<file path="config.mk">
export PLATFORM = sky130hd
export DESIGN_NAME = id_stage
export DESIGN_NICKNAME = d
export VERILOG_FILES = /design/src/rtl/id_stage.sv
export SDC_FILE = /design/constraint.sdc
export NUM_CORES = 1
export LEC_CHECK = 0
export CAP_MARGIN = 40
export CORE_AREA = 2 2 125 127
export DETAILED_ROUTE_END_ITERATION = 6
export DIE_AREA = 0 0 127 129
export PLACE_DENSITY_LB_ADDON = 0.12
export SYNTH_ARGS = -nofsm -noshare
export SYNTH_HDL_FRONTEND = slang
export SYNTH_SLANG_ARGS = --single-unit
</file>
<file path="constraint.sdc">
create_clock -name clk -period 5.9 [get_ports clk]
set_clock_uncertainty 0.2 [all_clocks]
set_input_delay 0.885 -clock clk [delete_from_list [all_inputs] [get_ports clk]]
set_output_delay 0.885 -clock clk [all_outputs]
set_load 0.01 [all_outputs]
</file>
<file path="src/rtl/id_stage.sv">
// MIPS decode stage: regFile read addressing, decode, WB bypass, load-use bubble, ID/EX register.
// Define ID_BYPASS_EN for WB bypass muxes; otherwise a WB hit stalls one cycle.
module id_stage #(
  parameter int DATA_W = 32,
  parameter int REG_AW = 5
) (
  input  logic              clk,
  input  logic              rst,
  input  logic              if_valid,
  input  logic [DATA_W-1:0] if_instr,
  input  logic [DATA_W-1:0] if_pc,
  output logic              if_ready,
  output logic [REG_AW-1:0] rpa_num,
  output logic [REG_AW-1:0] rpb_num,
  input  logic [DATA_W-1:0] rpa_out,
  input  logic [DATA_W-1:0] rpb_out,
  input  logic              wb_wr_en,
  input  logic [REG_AW-1:0] wb_num,
  input  logic [DATA_W-1:0] wb_data,
  input  logic              ex_ready,
  input  logic              flush,
  output logic              id_valid,
  output logic [DATA_W-1:0] id_pc,
  output logic [DATA_W-1:0] id_opa,
  output logic [DATA_W-1:0] id_opb,
  output logic [DATA_W-1:0] id_imm,
  output logic [REG_AW-1:0] id_rd,
  output logic [2:0]        id_alu_op,
  output logic              id_reg_wr,
  output logic              id_mem_rd,
  output logic              id_mem_wr,
  output logic              id_use_imm
);

  localparam logic [2:0] ALU_ADD = 3'd0;
  localparam logic [2:0] ALU_SUB = 3'd1;
  localparam logic [2:0] ALU_AND = 3'd2;
  localparam logic [2:0] ALU_OR  = 3'd3;
  localparam logic [2:0] ALU_SLT = 3'd4;

  logic [5:0]        op;
  logic [5:0]        funct;
  logic [REG_AW-1:0] rs;
  logic [REG_AW-1:0] rt;
  logic [REG_AW-1:0] rd_r;

  assign op    = if_instr[31:26];
  assign funct = if_instr[5:0];
  assign rs    = if_instr[25:21];
  assign rt    = if_instr[20:16];
  assign rd_r  = if_instr[15:11];

  assign rpa_num = rs;
  assign rpb_num = rt;

  logic              op_r;
  logic              op_addi;
  logic              op_lw;
  logic              op_sw;

  assign op_r    = (op == 6'h00);
  assign op_addi = (op == 6'h08);
  assign op_lw   = (op == 6'h23);
  assign op_sw   = (op == 6'h2B);

  logic [2:0]        d_alu;
  logic [REG_AW-1:0] d_rd;
  logic              d_wr;
  logic              d_mrd;
  logic              d_mwr;
  logic              d_imm;
  logic              reads_rt;
  logic [DATA_W-1:0] imm;

  assign imm = {{(DATA_W-16){if_instr[15]}}, if_instr[15:0]};

  always_comb begin
    d_alu    = ALU_ADD;
    d_rd     = '0;
    d_wr     = 1'b0;
    d_mrd    = 1'b0;
    d_mwr    = 1'b0;
    d_imm    = 1'b0;
    reads_rt = 1'b0;
    unique case (1'b1)
      op_r: begin
        reads_rt = 1'b1;
        d_rd     = rd_r;
        d_wr     = 1'b1;
        case (funct)
          6'h20:   d_alu = ALU_ADD;
          6'h22:   d_alu = ALU_SUB;
          6'h24:   d_alu = ALU_AND;
          6'h25:   d_alu = ALU_OR;
          6'h2A:   d_alu = ALU_SLT;
          default: begin
            d_rd = '0;
            d_wr = 1'b0;
          end
        endcase
      end
      op_addi: begin
        d_rd  = rt;
        d_wr  = 1'b1;
        d_imm = 1'b1;
      end
      op_lw: begin
        d_rd  = rt;
        d_wr  = 1'b1;
        d_mrd = 1'b1;
        d_imm = 1'b1;
      end
      op_sw: begin
        reads_rt = 1'b1;
        d_mwr    = 1'b1;
        d_imm    = 1'b1;
      end
      default: ;
    endcase
    if (d_rd == '0) d_wr = 1'b0;
  end

  logic              hit_a;
  logic              hit_b;
  logic              wb_hz;
  logic [DATA_W-1:0] opa;
  logic [DATA_W-1:0] opb;

  assign hit_a = wb_wr_en && (wb_num != '0) && (wb_num == rs);
  assign hit_b = wb_wr_en && (wb_num != '0) && (wb_num == rt);

`ifdef ID_BYPASS_EN
  assign wb_hz = 1'b0;
  assign opa   = (rs == '0) ? '0 : hit_a ? wb_data : rpa_out;
  assign opb   = (rt == '0) ? '0 : hit_b ? wb_data : rpb_out;
`else
  logic unused_wb;
  assign unused_wb = ^wb_data;
  assign wb_hz = hit_a || hit_b;
  assign opa   = (rs == '0) ? '0 : rpa_out;
  assign opb   = (rt == '0) ? '0 : rpb_out;
`endif

  logic ld_hz;
  logic stall;

  assign ld_hz = id_valid && id_mem_rd && (id_rd != '0) &&
                 ((id_rd == rs) || ((id_rd == rt) && reads_rt));
  assign stall = ld_hz || wb_hz;

  assign if_ready = flush || (ex_ready && !stall);

  always_ff @(posedge clk or posedge rst) begin
    if (rst) begin
      id_valid   <= 1'b0;
      id_pc      <= '0;
      id_opa     <= '0;
      id_opb     <= '0;
      id_imm     <= '0;
      id_rd      <= '0;
      id_alu_op  <= ALU_ADD;
      id_reg_wr  <= 1'b0;
      id_mem_rd  <= 1'b0;
      id_mem_wr  <= 1'b0;
      id_use_imm <= 1'b0;
    end else if (flush) begin
      id_valid <= 1'b0;
    end else if (ex_ready) begin
      if (stall) begin
        id_valid <= 1'b0;
      end else begin
        id_valid   <= if_valid;
        id_pc      <= if_pc;
        id_opa     <= opa;
        id_opb     <= opb;
        id_imm     <= imm;
        id_rd      <= d_rd;
        id_alu_op  <= d_alu;
        id_reg_wr  <= d_wr;
        id_mem_rd  <= d_mrd;
        id_mem_wr  <= d_mwr;
        id_use_imm <= d_imm;
      end
    end
  end

endmodule

</file>
==> metrics.md <==
| Metric | Value |
|---|---|
| Status | `finished clean` |
| Flop pwr share | `0.382` |
| First-pass GRT wire length | `28.0 mm` |
| Peak supply drop | `0.173 mV` |
| Gate Count Post-Synth | `roughly 530` |
| Num CTS Buffers | `17` |
| Total GRT Usage | `0.219` |
| Pin count of the biggest net entering global routing | `a little under 70` |
| DRT iter0 DRCs | `239` |
| Drt drc | `0` |
| Commonest non-fill, non-tap cell in the layout | `clkdlybuf4s50_1` |
| # fillers | `1236` |
| Setup CP Type | `input port to output pin` |
| RSZ-0062 raised after global routing | `no` |
| WP data arrival | `approximately 3.3 ns` |
| Crit path largest cell delay | `0.69 ns` |
| Hold Path End | `id_imm[3]$_DFFE_PP0P_` |
| Final wirelength | `18.0 mm` |
| GR Overflow Total | `0` |
| Finished Cell Area | `9250 um^2` |
| Share of cells above drive strength 1 | `0.123` |
| H-Tree Depth | `4` |
| Final Hold Viols | `0` |
| R2r worst-path depth | `7` |
| Hold WC Path Type | `flop to flop` |
| Crit-path max FO | `5` |
| Cell Rows | `45` |
| DRT antenna net count | `0` |
| DIE WIDTH | `127 um` |
| Final core occ | `0.618` |
| Diodes inserted | `0` |
| Core Area | `15000 um^2` |
| Clk sinks | `roughly 130` |
| Final slew viol count | `0` |
| Worst slew pin tran | `0.759 ns` |
| Root buf cell | `clkbuf_16` |
| Hpwl dp | `12.6 mm` |
| Clk slew on worst S/H paths | `0.05 ns` |
| Pwr Total | `2.72 mW` |
| Port Buffers | `290` |
| Clk pwr share | `0.365` |
| Via count | `5086` |
| PD cells | `294 nW/um^2` |
| CP Capture Type | `output pin` |
| Vias per cell | `between 5 and 6` |
| Cell mode on critical path | `clkdlybuf4s50_1` |
| P_sw | `~0.7 mW` |
| Drt first pass iters | `5` |
| Design internal power | `2.01 mW` |
| Worst setup SP type | `input port` |
| Net Count, Synth | `between 600 and 700` |
| Max-cap violation count | `0` |
| Starting Density | `0.387` |
| Logic pwr share | `0.253` |
| Initial antenna violation count | `0` |
| # nets final | `948` |
| Syn Area/Cell | `11.0 um^2` |
| Slew headroom | `0.490` |
| Final worst path period share | `0.742` |
| Worst reg2reg path endpoint | `id_pc[26]$_DFFE_PP0P_` |
| Finished Layout Cells | `976` |
| CTS resizes | `0` |
| Synthesis-to-layout area growth | `59.7%` |
| Synth cell types | `36` |
| Static Leak | `roughly 3.9 nW` |
| CP cell instances | `clkdlybuf4s50_1 -> xnor2_1 -> nand3_1 -> or4_1 -> o211ai_1 -> or2_2 -> nand2_1 -> clkdlybuf4s50_1` |
| RR Startpoint | `id_rd[2]$_DFFE_PP0P_` |
| Sw Share | `0.260` |
| Cell family with most CP delay | `buffers and inverters` |
| #FFs+latches synth | `125` |
| Bufs and invs on worst path | `2` |
| Sequential share of the synthesized area | `0.540` |
| Max Root-Sink Buffers | `2` |
| CP max stage cell | `clkdlybuf4s50_1` |
| Clock Latency Late Sink | `around 0.41 ns` |
| Routability cong. | `0.768` |
| CTS tree | `built` |
| Die area | `16400 um^2` |
| Placed cell areas | `8690 um^2` |
| Setup slack, reg-to-reg | `2.78 ns` |
| Most frequent cells in the layout | `clkdlybuf4s50_1 (289), dfrtp_1 (125), nand2_1 (70), o31ai_1 (64), o21ai_0 (62)` |
| Placed cells | `946` |
| Hold buffers post-CTS | `0` |
| Final TNS setup | `0 ns` |
| Fin crit period | `between 4 and 5 ns` |
| Syn. warnings | `0` |
| Setup violations, final | `0` |
| Number of setup buffers added after CTS | `0` |
| Hold path startpoint | `id_imm[3]$_DFFE_PP0P_` |
| CP required | `between 4 and 5 ns` |
| I/O pins | `about 320` |
| Die Height | `129 um` |
| Worst Hold Depth | `1` |
| Highest clock rate | `229 MHz` |
| Number of global-route vias before repair | `5289` |
| Drt wl/cell | `between 15 and 20 um` |
| Cell area after synthesis | `5800 um^2` |
[through the flow]
| step | setup WS, ns | hold slack [ns] |
|---|---|---|
| 2_1_floorplan | 1.49 | 0.329 |
| 3_3_place_gp | 1.50 | 0.271 |
| 3_5_place_dp | 1.51 | 0.282 |
| 4_1_cts | 1.50 | 0.298 |
| 5_1_grt | 1.39 | 0.312 |
| 6_report | 1.52 | 0.288 |
[power groups by stage]
stage	sequential, mW	clock (mW)	combinational, mW
after floorplan	1.11	0	0.225
after global placement	1.05	0	0.679
after detailed placement	1.06	0	0.692
after CTS	1.04	1.01	0.696
after global routing	1.06	1.06	0.737
final	1.04	0.993	0.687
[registers in the layout, indices dropped and copies added (netlist names)]
signal      flops
id_rd           5
id_mem_wr       1
id_imm         16
id_mem_rd       1
id_alu_op       3
id_opa         32
id_use_imm      1
id_opb         32
id_valid        1
id_reg_wr       1
id_pc          32
[kinds of logic (layout without fill, tap and decap cells)]
logic type | count (synthesis) | count (layout) | synth area share
compound gates | 145 | 145 | 0.163
xor+xnor | 20 | 20 | 0.0302
buf+inv | 72 | 335 | 0.0723
flops | 125 | 125 | 0.540
mux | 60 | 60 | 0.116
simple gates | 103 | 103 | 0.0786
[per-layer routing]
layer / track usage / vias to the layer above / wire (um)
li1: - / 2360 / -
met1: 0.246 / 2461 / 6840
met2: 0.371 / 233 / 8890
met3: 0.0948 / 32 / 1800
met4: 0.0866 / 0 / 423
met5: 0 / - / 0
[worst max path at each step]
stage                       startpoint                  endpoint  slack (ns)  depth (start not counted)
after floorplan                    rst  id_alu_op[0]$_DFFE_PP0P_        1.49                          1
after global placement    if_instr[17]                  if_ready        1.50                          8
after detailed placement  if_instr[17]                  if_ready        1.51                          8
after CTS                 if_instr[17]                  if_ready        1.50                          8
after global routing      if_instr[17]                  if_ready        1.39                          8
final                     if_instr[17]                  if_ready        1.52                          8
[synthesized netlist by cell type (all sizes together)]
cell type / number / share of area
dfrtp: 125 / 0.54
nand2: 70 / 0.045
o21ai: 67 / 0.058
o31ai: 64 / 0.083
mux2: 59 / 0.11
buf: 37 / 0.050
clkbuf: 30 / 0.019
xnor2: 10 / 0.015
xor2: 10 / 0.015
nor2: 7 / 0.0050
nor3: 7 / 0.0060
a22o: 6 / 0.0091
inv: 5 / 0.0032
nand3: 5 / 0.0043
or4: 4 / 0.0052
a21oi: 2 / 0.0017
nor3b: 2 / 0.0026
nor4: 2 / 0.0022
o211ai: 2 / 0.0035
a211oi: 1 / 0.0013
mux2i: 1 / 0.0017
nand3b: 1 / 0.0013
nor2b: 1 / 0.0011
nor4b: 1 / 0.0015
o2111ai: 1 / 0.0026
o22ai: 1 / 0.0011
o41ai: 1 / 0.0028
or2: 1 / 0.0011
or3: 1 / 0.0011
or4bb: 1 / 0.0019
[layout make-up]
class                   count  area [um^2]  share of cell area
clock buffers              23          498              0.0538
clock inverters             7         62.6             0.00676
inverters                   5         21.3             0.00230
multi-input cells         328         2280               0.246
flip-flops and latches    125         3130               0.338
well taps                 188          235              0.0254
repair buffers            300         3030               0.328
Power figures use the tool's default switching activity.
==> variant, RTL diff (same flow settings) <==
Make the reset (`rst`) synchronous in one clocked block.
--- a/src/rtl/id_stage.sv
+++ b/src/rtl/id_stage.sv
@@ -150,7 +150,7 @@
 
   assign if_ready = flush || (ex_ready && !stall);
 
-  always_ff @(posedge clk or posedge rst) begin
+  always_ff @(posedge clk) begin
     if (rst) begin
       id_valid   <= 1'b0;
       id_pc      <= '0;
Behaviour: differs if rst is asserted again (counterexample within 4 cycles, from zero or initial values and one cycle with rst high); with rst held inactive, the same outputs for 4 cycles.
==> variant against the original RTL <==
Wire length down 2.0%; worst setup slack worse by 230 ps; area after synthesis down 0.56%; core utilization down 0.30 points; sequential cell count unchanged; critical endpoint unchanged; combinational power down 46%; total power down 12%; count of clock-buffer cells in the layout down 4; cell area down 0.49%; largest power group is now clock; critical path depth unchanged.
==> variant: results (changes against the original RTL) <==
* Status: complete, no violations
* Clock tree buffer depth at 2 (unchanged)
* CP arrival at 3520 ps (+230 ps)
* Post-CTS Resized at 0 (unchanged)
* Layout cells sized above 1 at 5.464% (-6.8 points)
* Largest net degree at the start of global routing at 97 (+43%)
* DR WL/cell at 15.95 um (-13%)
* Top post-synthesis cells by area: dfxtp_1 43%, mux2i_1 12%, nand2b_1 8.0%, a21oi_1 5.5%, nand3_1 5.5%
* Lkg Pwr at 0.003304 uW (-15%)
* Crit path max fanout at 33 (+28)
* Biggest regs: id_opa: 32 flops, id_opb: 32 flops, id_pc: 32 flops
* Vias in the first global route at 5,428 (+2.6%)
* Via count at 5,528 (+8.7%)
* DR iter-0 viols at 353 (+48%)
* Clock Latency Late Sink at 410 ps (about the same)
* Synth unique cells at 39 (+8.3%)
* Total GRT Usage at 21.01% (-0.93 points)
* Most used DFF post-synth: dfxtp_1
* Seq/Total Area, Yosys at 43.42% (-11 points)
* Critical Path Slowest Stage Cell: clkdlybuf4s50_1
* Ant diodes at 0 (unchanged)
* Post-CTS setup buffer count at 0 (unchanged)
* Post-DRT Antenna Nets at 0 (unchanged)
* Clock transition at path regs at 60 ps
* FFs w/ async S/R, synth at 0% (-100 points)
* Final nets at 1,073 (+13%)
* Crit path largest cell delay at 560 ps (-130 ps)
* Iteration count of the initial detailed-routing pass at 4 (-1)
* Dpl hpwl at 12,440 um (-1.5%)
* # H-tree levels at 4 (unchanged)
* GP Congestion at 0.8453 (+10%)
* Net count after synthesis at 833 (+20%)
* Worst VDD drop at 166.9 uV (-3.5%)
* Slew headroom at 43.31% (-5.7 points)
* Commonest cells in the netlist: 125 x dfxtp_1, 74 x nand2b_1, 71 x nand2_1
* Initial antenna violation count at 0 (unchanged)
* Number of CTS-inserted buffers at 17 (unchanged)
* First-pass GRT wire length at 27,570 um (-1.4%)
==> variant: stage by stage <==
step / cells / worst slack, ps / util [%] / area (um^2)
after floorplan: 662 / 2423 / - / 5763
after global placement: 1070 / 1324 / 57.09 / 8551
after detailed placement: 1071 / 1307 / 57.28 / 8578
after CTS: 1103 / 1295 / 61.49 / 9209
after global routing: 1103 / 1170 / 61.49 / 9209
final: 1103 / 1292 / 61.49 / 9209
==> variant: cell families after synthesis <==
| logic type | after synthesis | synth area share [%] |
|---|---|---|
| DFF | 125 | 43.42 |
| xor gates and xnor gates | 20 | 3.040 |
| and+or+nand+nor | 238 | 21.99 |
| buffers and inverters | 80 | 7.816 |
| muxes | 69 | 12.01 |
| AOI/OAI and AO/OA | 130 | 11.72 |
==> variant: worst max-delay path: cells and delay by family <==
family | cells | cell delay (ps)
buffers and inverters | 3 | 1290
AO/OA/AOI/OAI | 2 | 630
AND/OR/NAND/NOR | 2 | 500
XOR/XNOR | 1 | 210
==> variant: final timing paths <==
kind                                start                 endpoint  slack, ps  cells past startpoint
setup / recovery             if_instr[16]                 if_ready       1290                      8
hold / removal    id_opb[11]$_SDFFE_PP0P_  id_opb[11]$_SDFFE_PP0P_        270                      2
setup reg to reg    id_rd[0]$_SDFFE_PP0P_  id_opb[19]$_SDFFE_PP0P_       2700                      7
hold reg to reg   id_opb[11]$_SDFFE_PP0P_  id_opb[11]$_SDFFE_PP0P_        270                      2
==> variant: layout make-up <==
cell class | instances | area, um^2
flip-flops and latches | 125 | 2502
inverters | 3 | 11.26
multi-input cells | 457 | 2836
repair buffers | 298 | 2993
clock buffers | 19 | 442.9
well taps | 188 | 235.2
clock inverters | 13 | 187.7
fillers | 1299 | 5768
==> variant: per-layer routing <==
layer  vias to the layer above  GRT usage, %  part of all wire [%]
met1                      2533         23.73                    41
met2                       236         35.14                    47
li1                       2721             -                     -
met5                         -             0                     0
met4                         0         9.825                   3.0
met3                        38         8.191                   9.5
==> variant: report_power, final <==
part	switching (uW)	internal, uW	total (uW)
Clock	384	721	1100
Combinational	153	220	373
Sequential	22.1	885	907
